## src/rtl/mul_div_unit.sv

```systemverilog
// Iterative radix-2 multiply/divide unit owning the HI/LO registers.
// Optional macro MULDIV_FAST_MUL_EN: single-cycle combinational multiply path.
module mul_div_unit #(
  parameter int WIDTH = 32,
  parameter int CNT_W = 6
) (
  input  logic             clk,
  input  logic             reset,
  input  logic             start,
  input  logic [1:0]       op,
  input  logic [WIDTH-1:0] in1,
  input  logic [WIDTH-1:0] in2,
  input  logic             hi_we,
  input  logic             lo_we,
  input  logic [WIDTH-1:0] wdata,
  output logic             busy,
  output logic             done,
  output logic [WIDTH-1:0] hi,
  output logic [WIDTH-1:0] lo,
  output logic [1:0]       state_dbg
);

  // Handshake: start is accepted only on an edge where busy=0; done pulses for
  // one cycle when HI/LO take a new mul/div result; busy covers start..FIN edge.
  typedef enum logic [1:0] {IDLE = 2'd0, CALC = 2'd1, FIN = 2'd2} state_t;

  localparam logic [CNT_W-1:0] LAST = CNT_W'(WIDTH - 1);

  state_t                 state, state_nxt;
  logic [CNT_W-1:0]       cnt;
  logic [2*WIDTH-1:0]     acc;
  logic [WIDTH-1:0]       opb;
  logic [WIDTH-1:0]       raw_in1;
  logic [1:0]             op_q;
  logic                   neg_res;
  logic                   neg_rem;

  logic                   in1_neg, in2_neg;
  logic [WIDTH-1:0]       in1_abs, in2_abs;
  logic [WIDTH:0]         mul_sum, div_shift, div_diff;
  logic [2*WIDTH-1:0]     mul_next, div_next, prod_fix;
  logic [WIDTH-1:0]       fin_hi, fin_lo;

  // Signed ops (op[0]=0) work on magnitudes; sign is restored in FIN.
  assign in1_neg = ~op[0] & in1[WIDTH-1];
  assign in2_neg = ~op[0] & in2[WIDTH-1];
  assign in1_abs = in1_neg ? -in1 : in1;
  assign in2_abs = in2_neg ? -in2 : in2;

  // Multiply: multiplier sits in the low half and shifts out as the sum shifts in.
  assign mul_sum  = {1'b0, acc[2*WIDTH-1:WIDTH]} + (acc[0] ? {1'b0, opb} : '0);
  assign mul_next = {mul_sum, acc[WIDTH-1:1]};

  // Divide: remainder in the high half, dividend/quotient bits in the low half.
  assign div_shift = {acc[2*WIDTH-1:WIDTH], acc[WIDTH-1]};
  assign div_diff  = div_shift - {1'b0, opb};
  assign div_next  = div_diff[WIDTH] ? {div_shift[WIDTH-1:0], acc[WIDTH-2:0], 1'b0}
                                     : {div_diff[WIDTH-1:0], acc[WIDTH-2:0], 1'b1};

  assign prod_fix = neg_res ? -acc : acc;

  always_comb begin
    fin_hi = prod_fix[2*WIDTH-1:WIDTH];
    fin_lo = prod_fix[WIDTH-1:0];
    if (op_q[1]) begin
      if (opb == '0) begin
        fin_hi = raw_in1;
        fin_lo = '1;
      end else begin
        fin_hi = neg_rem ? -acc[2*WIDTH-1:WIDTH] : acc[2*WIDTH-1:WIDTH];
        fin_lo = neg_res ? -acc[WIDTH-1:0] : acc[WIDTH-1:0];
      end
    end
  end

`ifdef MULDIV_FAST_MUL_EN
  logic [2*WIDTH-1:0] fast_prod;
  assign fast_prod = (2*WIDTH)'(in1_abs) * (2*WIDTH)'(in2_abs);
`endif

  always_ff @(posedge clk or negedge reset) begin
    if (!reset) state <= IDLE;
    else        state <= state_nxt;
  end

  always_comb begin
    state_nxt = state;
    case (state)
      IDLE: begin
        if (start) begin
`ifdef MULDIV_FAST_MUL_EN
          state_nxt = op[1] ? CALC : FIN;
`else
          state_nxt = CALC;
`endif
        end
      end
      CALC:    if (cnt == LAST) state_nxt = FIN;
      FIN:     state_nxt = IDLE;
      default: state_nxt = IDLE;
    endcase
  end

  always_comb begin
    busy      = (state != IDLE);
    state_dbg = state;
  end

  always_ff @(posedge clk or negedge reset) begin
    if (!reset) begin
      cnt     <= '0;
      acc     <= '0;
      opb     <= '0;
      raw_in1 <= '0;
      op_q    <= '0;
      neg_res <= 1'b0;
      neg_rem <= 1'b0;
      hi      <= '0;
      lo      <= '0;
      done    <= 1'b0;
    end else begin
      done <= 1'b0;
      case (state)
        IDLE: begin
          if (start) begin
            op_q    <= op;
            opb     <= in2_abs;
            raw_in1 <= in1;
            neg_res <= in1_neg ^ in2_neg;
            neg_rem <= in1_neg;
            cnt     <= '0;
`ifdef MULDIV_FAST_MUL_EN
            acc     <= op[1] ? {{WIDTH{1'b0}}, in1_abs} : fast_prod;
`else
            acc     <= {{WIDTH{1'b0}}, in1_abs};
`endif
          end else begin
            if (hi_we) hi <= wdata;
            if (lo_we) lo <= wdata;
          end
        end
        CALC: begin
          cnt <= cnt + CNT_W'(1);
          acc <= op_q[1] ? div_next : mul_next;
        end
        FIN: begin
          hi   <= fin_hi;
          lo   <= fin_lo;
          done <= 1'b1;
        end
        default: ;
      endcase
    end
  end

endmodule
```

## config.mk

```make
export PLATFORM = sky130hd
export DESIGN_NAME = mul_div_unit
export DESIGN_NICKNAME = d
export VERILOG_FILES = /design/src/rtl/mul_div_unit.sv
export SDC_FILE = /design/constraint.sdc
export NUM_CORES = 1
export LEC_CHECK = 0
export ABC_AREA = 1
export ABC_CLOCK_PERIOD_IN_PS = 3300
export BUFFER_PORTS_ARGS = -buffer_cell sky130_fd_sc_hd__buf_2
export CELL_PAD_IN_SITES_DETAIL_PLACEMENT = 1
export CELL_PAD_IN_SITES_GLOBAL_PLACEMENT = 2
export CORE_MARGIN = 10
export CORE_UTILIZATION = 32
export DETAILED_ROUTE_END_ITERATION = 8
export HOLD_SLACK_MARGIN = 0.06
export PLACE_DENSITY = 0.87
export SYNTH_ARGS = -nofsm -noshare
export SYNTH_HDL_FRONTEND = slang
export SYNTH_SLANG_ARGS = --single-unit
export TNS_END_PERCENT = 30
```

## constraint.sdc

```tcl
create_clock -name clk -period 3.3 [get_ports clk]
set_clock_uncertainty 0.1 [all_clocks]
set_input_delay 0.66 -clock clk [delete_from_list [all_inputs] [get_ports clk]]
set_output_delay 0.66 -clock clk [all_outputs]
set_load 0.02 [all_outputs]
```

## Yosys cells after proc, flatten, opt, wreduce, memory -nomap -nowiden

Cells that the tools add are included.

- Bits in writable memories: 0
- Bits in read-only memories: 0
- Flip-flop bits (word level): 205
- Memories: 0
- Input port bits: 103
- Logic and storage cells: 67
- Output and inout port bits: 68
- Latch bits: 0

- Reduce and logical (&&, ||, !) cells: 10
- Bitwise logic cells: 4
- Div/mod/pow operators: 0
- $add $sub $neg: 8
- Order comparisons: 0
- Shifts and indexed selects: 0
- Equality and inequality tests: 8
- Multipliers: 0
- Mux-type cells: 26

Operators with widths:

| operator | number |
|---|---|
| $mux W32 | 13 |
| $mux W64 | 4 |
| $neg A32 Y32 | 4 |
| $pmux W32 S2 | 2 |
| $pmux W64 S2 | 1 |
| $neg A64 Y64 | 1 |
| $add A32 B32 Y33 | 1 |
| $sub A33 B32 Y33 | 1 |
| $logic_not A32 Y1 | 1 |
| $pmux W6 S2 | 1 |
| $ne A2 B2 Y1 const B | 5 |
| $add A6 B1 Y6 const B | 1 |
| $eq A6 B5 Y1 const B | 1 |
| $mux W6 | 1 |
| $reduce_and A2 Y1 | 3 |
| $reduce_and A3 Y1 | 2 |
| $reduce_bool A2 Y1 | 3 |
| $mux W2 | 2 |
| $pmux W2 S2 | 1 |
| $and A1 B1 Y1 | 2 |
| $eq A2 B1 Y1 const B | 1 |
| $eq A2 B2 Y1 const B | 1 |
| $logic_not A2 Y1 | 1 |
| $mux W1 | 1 |
| other kinds (2) | 2 |

## Depth between registers and ports, before layout

- Word-level depth: 5
- Gate-level depth with buffers: 21
- Mapped depth without buffers: 19

## Worst setup path after synthesis

Ideal clock, no wire load.

- Path type: reg2reg
- Start point: register acc[31]
- End point: register acc[39]
- Stages on the path, launching flop included: 18
- Library setup time: 0.116 ns
- Required time: 3.084 ns
- Clock period less this slack: 2.505 ns
- Setup slack: 0.795 ns
- Arrival: 2.288 ns
- Path buffers: 2
- Cell sequence: dfrtp_1 clkinv_1 ha_1 fa_1 nor2_1 o21ai_1 nand2_2 nand2_1 nand2_2 nand2_4 nand3_2 nand2_2 buf_6 buf_8 nand2_1 nand3_1 nand2_1 nand2_1

- Cells in the longest elaborated chain, start to end: 4

Ends and longest elaborated chain:

| item | RTL line | source |
|---|---|---|
| from (decl) | 31 | `logic [2*WIDTH-1:0] acc;` |
| from (signal assigned) | 135 | `acc <= {{WIDTH{1'b0}}, in1_abs};` |
| from (signal assigned) | 144 | `acc <= op_q[1] ? div_next : mul_next;` |
| $sub A33 B32 Y33 | 56 | `assign div_diff = div_shift - {1'b0, opb};` |
| $mux W64 | 57 | `assign div_next = div_diff[WIDTH] ? {div_shift[WIDTH-1:0], acc[WIDTH-2:0], 1'b0}` |
| $mux W64 | 144 |  |
| $pmux W64 S2 | 123 | `case (state)` |

Every way passes these cells.
A chain may end at the register's enable or synchronous reset.

## Worst setup path in the final report

- Start point: register acc[0]
- End point: register acc[58]

- Cells in the longest elaborated chain, start to end: 4

Ends and longest elaborated chain:

| item | RTL line | source |
|---|---|---|
| $mux W32 | 51 | `assign mul_sum = {1'b0, acc[2*WIDTH-1:WIDTH]} + (acc[0] ? {1'b0, opb} : '0);` |
| $add A32 B32 Y33 | 51 |  |
| $mux W64 | 144 |  |
| $pmux W64 S2 | 123 |  |

Every way passes these cells.

==> results_dict.tcl <==
set metrics [dict create \
    ant_nets 0 \
    timing.critical_path.depth 16 \
    rsz0062_at_grt "false" \
    cp-end-kind "register" \
    whs_ps 269 \
    slew_viol_final 0 \
    critPathKind "register to register" \
    crit_arrival_ps 3520 \
    synth_top_area_share_pct 26.0 \
    io_buffers 170 \
    root_buffer "clkbuf_16" \
    synth.cells.most_frequent "nand2_1 (1,116), inv_1 (452), nor2_1 (394), nand3_1 (312), o21ai_0 (241)" \
    p_seq_share_pct 19.0 \
    ctsResizeCount 0 \
    final_nets 3703 \
    synthArstFlopShare_pct 100 \
    stdcell_area_sq_mm 0.0225 \
    cpLargestDelayFamily "simple AND/OR/NAND/NOR gates" \
    pre_cts_ws_ps 336 \
    ir_drop_mv 0.531 \
    timing.critical_path.mode_cell "nand2_1" \
    grt_pass1_vias 22900 \
    p_int_mw 11.6 \
    ios 171 \
    synth_top_area_cell "dfrtp_1" \
    synth.avg_cell_area_sq_um 5.80 \
    maxCapViolations 0 \
    drt_iter0_drc 1889 \
    relSlewSlack_pct 33.9 \
    finalPower_mw 27.8 \
    cts_buffers 27 \
    cp_max_fo 35 \
    setup_slack_ps 198 \
    cp_slowest_cell "o21ai_0" \
    synth.most_common_cell "nand2_1" \
    synth.distinct_cells 46 \
    final_core_util_pct 37.2 \
    fin_tns_setup_ps 0 \
    drc 0 \
    p_sw_mw 16.2 \
    synth_edf_count 0 \
    start_util_pct 32.4 \
    overflow 0 \
    fin_cells 4333 \
    ctsHoldBuffers 1 \
    path_cells "buf_12, nand2_1, inv_1, ha_1, nand2_1, o21ai_0, nand2_1, nand2_1, nand2_1, nand2_1, nand2_1, a21oi_1, nor2_1, nor2_1, nand2_1, nand2_1" \
    netlist_area_sq_mm 0.0196 \
    drive_gt1_share_pct 9.66 \
    clkPwrFrac_pct 11.2 \
    clkLatencyLatePin_ps 600 \
    dpl.cell_count 4281 \
    slowest_delay_ps 590 \
    cts_max_level 1 \
    grt_usage_pct 25.2 \
    dieArea_sq_mm 0.0716 \
    yosys-top-cells-area "dfrtp_1 (26%), nand2_1 (21%), inv_1 (8.7%), nand3_1 (8.0%), nor2_1 (7.5%)" \
    dp_hpwl_um 74600 \
    p_leak_nw 11.9 \
    p_comb_share_pct 69.8 \
    die_w_um 268 \
    grt_pass1_wl_um 140000 \
    finalWeightedCongestion 0.972 \
    worst_pin_slew_ps 989 \
    placed_area_sq_mm 0.0216 \
    fp.dieH_um 268 \
    crit_path_start_kind "register" \
    power_density_mw_per_mm2 1230 \
    status "finished, final reports clean" \
    min_path_type "input port to register" \
    routed_wl_um 92000 \
    antenna_found_initial 2 \
    ys_ff_latch 204 \
    rows 90 \
    cts.sinks 204 \
    finalCritPeriodShare_pct 94.0 \
    area_growth_pct 14.7 \
    clk_pin_slew_ps 60 \
    holdPathStages 3 \
    switching_share_pct 58.3 \
    fmax_ghz 0.322 \
    coreArea_sq_mm 0.0605 \
    cts_setup_buffers 0 \
    wl_per_cell_um 21.2 \
    via_count 22800 \
    fin_crit_ps 3100 \
    drt_pass1_iterations 7 \
    cts_tree "done" \
    cp.buffers_inverters 2 \
    netlist_instances 3379 \
    routed_via_density 5.26 \
    critPathRequiredTime_ps 3720 \
    yosysSeqAreaShare_pct 26.0 \
    ys_warn_count 0 \
    final_hold_viol_count 0 \
    synth_nets 3553 \
    yosys_most_used_dff "dfrtp_1" \
    setup_viol 0 \
    grt_max_degree 101 \
    r2r_cells 16 \
    clk_path_buf_depth 3 \
]
## path summary, 6_finish.rpt
path / startpoint / slack [ps] / end
worst max-delay path: acc[0]$_DFFE_PN0P_ / 200 / acc[58]$_DFFE_PN0P_
worst min-delay path: op[1] / 270 / op_q[1]$_DFFE_PN0P_
worst max register to register: acc[0]$_DFFE_PN0P_ / 200 / acc[58]$_DFFE_PN0P_
worst min register to register: lo[16]$_DFFE_PN0P_ / 380 / lo[16]$_DFFE_PN0P_
max in group asynchronous: reset / 1800 / acc[55]$_DFFE_PN0P_
min in group asynchronous: reset / 450 / opb[6]$_DFFE_PN0P_
## sequential cells by signal (all words and copies together) (netlist names)
name	cells
lo	32
acc	64
op_q	1
cnt	6
neg_rem	1
opb	32
state_dbg	2
neg_res	1
raw_in1	32
done	1
hi	32
## layout make-up
| type | count | area [sq um] |
|---|---|---|
| antenna | 1 | 2.50 |
| clock buffer | 39 | 781 |
| clock inverter | 11 | 131 |
| fill | 8237 | 38000 |
| inverter | 462 | 1730 |
| multi-input combinational | 2595 | 12300 |
| sequential | 204 | 5110 |
| tap | 782 | 978 |
| timing repair buffer | 239 | 1460 |
## tightest hold or removal path, cell delays in order
cell     delay [ps]
buf_2            90
nand2_1          80
o21ai_0          80
## cell usage in the layout, fill, tap and decap left out, types with 8 or more instances in the layout
cell,synthesis,routed
nor3_1,26,26
o21ai_0,241,241
xnor2_1,18,18
or2_2,10,10
nand2_1,1116,1114
a31oi_1,8,8
clkbuf_16,0,27
ha_1,69,69
nand2_2,13,14
nand4_1,35,35
buf_4,1,62
xor2_1,73,73
a21oi_1,194,194
nor2_2,9,9
inv_1,452,451
nand3_1,312,312
buf_2,19,169
a22oi_1,13,13
dfrtp_1,204,202
nand3b_1,8,8
nor2_1,394,392
inv_2,8,10
## power groups by stage
| stage | clock network, mW | registers, mW | logic, mW |
|---|---|---|---|
| detailed placement | 0 | 5.24 | 19.0 |
| global placement | 0 | 5.18 | 18.8 |
| CTS | 3.15 | 5.20 | 19.1 |
| global route | 3.25 | 5.39 | 21.5 |
| floorplan | 0 | 5.14 | 12.1 |
| finish | 3.11 | 5.27 | 19.4 |
## cells by family (layout without fill, tap and decap cells)
kind of cell    after synthesis  after routing  share of synthesized area, %
compound gates              491            491                          13.1
flops                       204            204                          26.0
xor+xnor                     91             91                          4.06
other cells                   0              1                             0
buf+inv                     580            751                          11.3
simple gates               1942           1942                          40.8
fa+ha+maj                    71             71                          4.61
## routing by layer
| layer | wire length, um | track usage [%] | up-vias |
|---|---|---|---|
| met2 | 39800 | 39.0 | 649 |
| li1 | - | - | 11000 |
| met1 | 43600 | 36.5 | 11100 |
| met3 | 6510 | 3.51 | 98 |
| met4 | 2090 | 5.51 | 0 |
| met5 | 0 | 0 | - |
No activity file was read; power rests on OpenSTA's default activity.
